### config.mk
export PLATFORM = sky130hd
export DESIGN_NAME = dcp_mshr_table
export DESIGN_NICKNAME = d
export VERILOG_FILES = /design/src/rtl/dcp_mshr_table.sv
export SDC_FILE = /design/constraint.sdc
export NUM_CORES = 1
export LEC_CHECK = 0
export CORE_ASPECT_RATIO = 1.2
export CORE_MARGIN = 1.5
export CORE_UTILIZATION = 60
export DETAILED_ROUTE_END_ITERATION = 7
export DONT_BUFFER_PORTS = 1
export GPL_ROUTABILITY_DRIVEN = 0
export PLACE_DENSITY = 0.73
export SLEW_MARGIN = 20
export SYNTH_ARGS = -nofsm -noshare
export SYNTH_HDL_FRONTEND = slang
export SYNTH_SLANG_ARGS = --single-unit
### constraint.sdc
create_clock -name clk -period 8.4 [get_ports clk]
set_input_delay 0.42 -clock clk [delete_from_list [all_inputs] [get_ports clk]]
set_output_delay 0.42 -clock clk [all_outputs]
set_load 0.03 [all_outputs]
### src/rtl/dcp_mshr_table.sv
// Miss-status holding register table for outstanding requests.
// Grants the lowest free ID, blocks same-line allocations, retires on response.
module dcp_mshr_table #(
  parameter int NUM_ENTRIES   = 8,
  parameter int MSHRID_WIDTH  = 8,
  parameter int PADDR_WIDTH   = 40,
  parameter int SIZE_WIDTH    = 3,
  parameter int HOMEID_WIDTH  = 14,
  parameter int REQTYPE_WIDTH = 8,
  parameter int LINE_OFFSET   = 6
) (
  input  logic                            clk,
  input  logic                            rst,
  input  logic                            alloc_valid,
  output logic                            alloc_ready,
  input  logic [PADDR_WIDTH-1:0]          alloc_paddr,
  input  logic [SIZE_WIDTH-1:0]           alloc_size,
  input  logic [HOMEID_WIDTH-1:0]         alloc_homeid,
  input  logic [REQTYPE_WIDTH-1:0]        alloc_type,
  output logic [MSHRID_WIDTH-1:0]         alloc_mshrid,
  input  logic                            resp_valid,
  input  logic [MSHRID_WIDTH-1:0]         resp_mshrid,
  output logic                            done_valid,
  output logic [MSHRID_WIDTH-1:0]         done_mshrid,
  output logic [PADDR_WIDTH-1:0]          done_paddr,
  output logic [SIZE_WIDTH-1:0]           done_size,
  output logic [HOMEID_WIDTH-1:0]         done_homeid,
  output logic [REQTYPE_WIDTH-1:0]        done_type,
  output logic [$clog2(NUM_ENTRIES+1)-1:0] occupancy,
  output logic                            full,
  output logic                            empty,
  output logic                            conflict,
  output logic                            err_bad_resp
);

  localparam int IDXW = $clog2(NUM_ENTRIES);
  localparam int OCCW = $clog2(NUM_ENTRIES + 1);

  logic [NUM_ENTRIES-1:0]   valid_q;
  logic [PADDR_WIDTH-1:0]   paddr_q  [NUM_ENTRIES];
  logic [SIZE_WIDTH-1:0]    size_q   [NUM_ENTRIES];
  logic [HOMEID_WIDTH-1:0]  homeid_q [NUM_ENTRIES];
  logic [REQTYPE_WIDTH-1:0] type_q   [NUM_ENTRIES];
  logic [OCCW-1:0]          occ_q;

  logic [IDXW-1:0] free_idx;
  logic [IDXW-1:0] resp_idx;
  logic            line_hit;
  logic            resp_in_range;
  logic            resp_legal;
  logic            alloc_fire;
  logic            occ_inc;
  logic            occ_dec;

  always_comb begin
    free_idx = '0;
    for (int i = NUM_ENTRIES - 1; i >= 0; i--) begin
      if (!valid_q[i]) free_idx = IDXW'(i);
    end
  end

  // Entries retiring this cycle still block their line until the edge.
  always_comb begin
    line_hit = 1'b0;
    for (int i = 0; i < NUM_ENTRIES; i++) begin
      if (valid_q[i] &&
          paddr_q[i][PADDR_WIDTH-1:LINE_OFFSET] ==
          alloc_paddr[PADDR_WIDTH-1:LINE_OFFSET])
        line_hit = 1'b1;
    end
  end

  assign full         = (occ_q == OCCW'(NUM_ENTRIES));
  assign empty        = (occ_q == '0);
  assign occupancy    = occ_q;
  assign conflict     = alloc_valid && line_hit;
  assign alloc_ready  = !full && !conflict;
  assign alloc_mshrid = MSHRID_WIDTH'(free_idx);

  assign resp_in_range = {1'b0, resp_mshrid} <
                         (MSHRID_WIDTH + 1)'(NUM_ENTRIES);
  assign resp_idx      = resp_mshrid[IDXW-1:0];
  assign resp_legal    = resp_valid && resp_in_range &&
                         valid_q[resp_idx];
  assign alloc_fire    = !rst && alloc_valid && alloc_ready;
  assign occ_inc       = alloc_fire && !resp_legal;
  assign occ_dec       = resp_legal && !alloc_fire;

  always_ff @(posedge clk) begin
    if (rst) begin
      valid_q      <= '0;
      occ_q        <= '0;
      done_valid   <= 1'b0;
      err_bad_resp <= 1'b0;
    end else begin
      if (alloc_fire) valid_q[free_idx] <= 1'b1;
      if (resp_legal) valid_q[resp_idx] <= 1'b0;
      done_valid <= resp_legal;
      if (resp_valid && !resp_legal) err_bad_resp <= 1'b1;
      unique case (1'b1)
        occ_inc: occ_q <= occ_q + 1'b1;
        occ_dec: occ_q <= occ_q - 1'b1;
        default: occ_q <= occ_q;
      endcase
    end
  end

  // Payload carries no reset; valid bits qualify it.
  always_ff @(posedge clk) begin
    if (alloc_fire) begin
      paddr_q[free_idx]  <= alloc_paddr;
      size_q[free_idx]   <= alloc_size;
      homeid_q[free_idx] <= alloc_homeid;
      type_q[free_idx]   <= alloc_type;
    end
    if (!rst && resp_legal) begin
      done_mshrid <= resp_mshrid;
      done_paddr  <= paddr_q[resp_idx];
      done_size   <= size_q[resp_idx];
      done_homeid <= homeid_q[resp_idx];
      done_type   <= type_q[resp_idx];
    end
  end

endmodule

==> flow_summary.json <==
{
  "synth_compound_area_share_pct": 1.04,
  "antenna_cells": 0,
  "synth_top_family_by_area": "multiplexers",
  "wire_per_inst_um": 33.8,
  "syn_area_per_cell_um2": 18.0,
  "initialDrtViolationCount": 2157,
  "dp_slack_ns": 4.62,
  "synth_mux_area_share_pct": 13.9,
  "power-per-cell-area_nw_per_um2": 215,
  "max_clock_freq_mhz": 246,
  "synth_cells": 1473,
  "leakage_nw": 8.91,
  "cts_resized": 0,
  "worst_skew_pair.late_latency_ns": 0.63,
  "tightest_slew_ns": 1.03,
  "clock_sink_count": 607,
  "effective_utilization_at_floorplan_pct": 60.8,
  "grt-ovfl-total": 0,
  "ys.warnings.count": 0,
  "worstPathArrival_ns": 3.64,
  "synth_sequential_area_ratio_pct": 68.1,
  "final.setup.worst_slack_ns": 4.34,
  "synth_xor_area_share_pct": 9.07,
  "layout-drive-gt1-share_pct": 19.5,
  "areaGrowthSynthToFinish_pct": 11.6,
  "required_ns": 7.98,
  "syn-cell-area_um2": 26600,
  "netlist_cell_types": 60,
  "synth-adder-area-share_pct": 0.217,
  "io_buffer_count": 0,
  "grt_first_pass_wirelength_mm": 103,
  "cts_root_buf": "sky130_fd_sc_hd__clkbuf_16",
  "worstPathMaxFanout": 8,
  "yosys.area_share.simple_pct": 5.77,
  "outcome": "complete, but fails checks",
  "share_of_the_core_filled_with_cells_pct": 67.8,
  "hold_viol_final": 0,
  "clockBufferDepth": 3,
  "antenna_left": 0,
  "grtUsageTotal_pct": 32.3,
  "postSynth.asyncResetShare_pct": 0,
  "crit_type": "reg2out",
  "vdd.ir_drop.worst_v": 0.000220,
  "cts_buffers": 57,
  "start_kind": "flop",
  "core_area_um2": 43700,
  "final_wirelength_mm": 72.4,
  "drv_cap": 0,
  "via_count": 14900,
  "via_per_inst": 6.95,
  "post-route-cell-area_um2": 29600,
  "placementRows": 84,
  "clk_pin_slew_ns": 0.06,
  "htree_levels": 2,
  "hpwlAfterDp_mm": 44.2,
  "drt_pre_antenna_iters": 8,
  "layout_min_cycle_time_ns": 4.06,
  "holdCritPathClass": "in2reg",
  "relSlewSlack_pct": 31.3,
  "cts_tree": "yes",
  "maximum_number_of_pins_on_one_net_before_global_route_repair": 140,
  "timing.final.max_slew_violations": 0,
  "postSynth.topFlopCell": "sky130_fd_sc_hd__edfxtp_1",
  "antenna_found_initial": 1,
  "floorplan.io_pins": 168,
  "die_w_um": 195,
  "p_total_mw": 6.39,
  "skew_ns": 0.0252,
  "grt_setup_unrepaired": "no",
  "sort_of_element_at_the_end_of_the_critical_path": "output port",
  "synth_edf_count": 593,
  "finalNetCount": 1622,
  "synth.ff_latch_count": 607,
  "total_of_endpoints_with_negative_setup_slack_in_the_final_report": 0,
  "die_boundary_height_um": 233,
  "grt_pass1_vias": 14900,
  "drt_drc_violations_left": 8,
  "design.die.area_um2": 45500,
  "fin_crit_sh_pct": 48.4,
  "dpl-instance-area_um2": 26900,
  "failed_checks": "design-rule violations",
  "setup_tns_ns": 0
}
area by class of cell:
cell class              count  area [um2]
repair buffers             88         868
fillers                  2848       14100
clock buffers              75        1570
inverters                   9        33.8
well taps                 559         699
multi-input cells         778        8040
flip-flops and latches    607       18100
clock inverters            30         350
routing by layer:
layer  vias to the layer above  share of wire [%]  GRT usage, %  wire length, um
met1                      7600                 36          41.0            25800
met5                         -                  0             0                0
met4                         0                6.3          17.8             4530
met3                       262                 11          9.04             7890
li1                       6019                  -             -                -
met2                      1025                 47          50.9            34200
logic make-up after synthesis:
group                    count (synthesis)
other                                    1
AND/OR/NAND/NOR                        259
buffers and inverters                   92
multiplexers                           198
adder cells (fa/ha/maj)                  4
flip-flops                             607
AO/OA/AOI/OAI                           37
XOR/XNOR                               275
what timing repair did:
| item | 4_1_cts | 5_1_grt |
|---|---|---|
| hold endpoints to repair | 537 | 0 |
| setup buffers | 0 | 0 |
| hold buffers | 75 | 0 |
worst max-delay path, stage by stage, from the launching register on:
cell,delay (ns)
sky130_fd_sc_hd__edfxtp_1,0.41
sky130_fd_sc_hd__xnor2_1,0.66
sky130_fd_sc_hd__nand4_1,0.22
sky130_fd_sc_hd__nor4_1,0.41
sky130_fd_sc_hd__nand3_1,0.14
sky130_fd_sc_hd__nand4_1,0.24
sky130_fd_sc_hd__or2_1,0.50
sky130_fd_sc_hd__and2_1,0.43
layout by cell type, fill, tap and decap left out, drive strengths merged, types with 2 or more instances in the layout:
| cell type | count |
|---|---|
| buf | 13 |
| nand4bb | 2 |
| nor4b | 5 |
| nor3 | 17 |
| edfxtp | 593 |
| a21oi | 10 |
| clkbuf | 75 |
| o21a | 3 |
| nor3b | 2 |
| ha | 3 |
| a21o | 2 |
| a22o | 2 |
| dfxtp | 14 |
| inv | 10 |
| nand4b | 5 |
| a32o | 2 |
| and3 | 7 |
| nand3 | 20 |
| nand2 | 18 |
| o21ai | 3 |
| mux2 | 65 |
| mux4 | 130 |
| bufinv | 7 |
| mux2i | 3 |
| a31oi | 6 |
| xor2 | 21 |
| conb | 5 |
| dlygate4sd3 | 75 |
| nand4 | 119 |
| clkinvlp | 3 |
| and2 | 2 |
| nor4 | 24 |
| a2111oi | 3 |
| xnor2 | 254 |
| clkinv | 19 |
| nor2 | 28 |
worst paths after layout:
| check | startpoint | to | slack (ns) | depth (start not counted) |
|---|---|---|---|---|
| worst max-delay path | paddr_q[4][33] | conflict | 4.34 | 7 |
| worst min-delay path | rst | valid_q[3] | 0.05 | 2 |
| worst min register to register | valid_q[6] | valid_q[6] | 0.68 | 1 |
| worst max register to register | valid_q[4] | paddr_q[5][35] | 4.42 | 9 |
power breakdown:
group	internal (mW)	leakage [nW]	switching [mW]
clock	1.53	0.928	1.11
sequential	3.35	5.47	0.0168
combinational	0.170	2.52	0.209
total	5.05	8.91	1.34
Yosys cell counts (all sizes together), types with 2 or more instances:
cell	instances	share of area, %
mux4	130	11
buf	69	1.5
a21oi	10	0.19
and2	2	0.047
mux2i	3	0.11
clkbuf	14	0.29
nand3	20	0.38
a32o	2	0.075
nor2	28	0.42
a22o	2	0.066
nand4bb	2	0.085
inv	9	0.13
and3	7	0.17
a2111oi	3	0.12
xnor2	254	8.4
nand2	18	0.25
dfxtp	14	1.1
nor3b	2	0.057
nor3	17	0.32
nand4b	5	0.16
ha	3	0.14
nand4	119	2.8
xor2	21	0.69
a21o	2	0.061
a31oi	6	0.14
nor4b	5	0.19
mux2	65	2.8
nor4	24	0.57
edfxtp	593	67
o21a	3	0.085
o21ai	3	0.057
through the flow:
step,hold slack [ns],instances
after global placement,0.491,1965
after detailed placement,0.495,1965
after floorplan,0.518,1477
after CTS,0.0146,2145
after global routing,0.0264,2146
final,0.0480,2146
registers in the layout (all words and copies together) (netlist names), 8 cells and up:
register / cells
done_type: 8
size_q: 24
valid_q: 8
homeid_q: 112
done_paddr: 40
done_mshrid: 8
paddr_q: 320
done_homeid: 14
type_q: 64
Note: power is estimated with default switching activity, not from simulation.
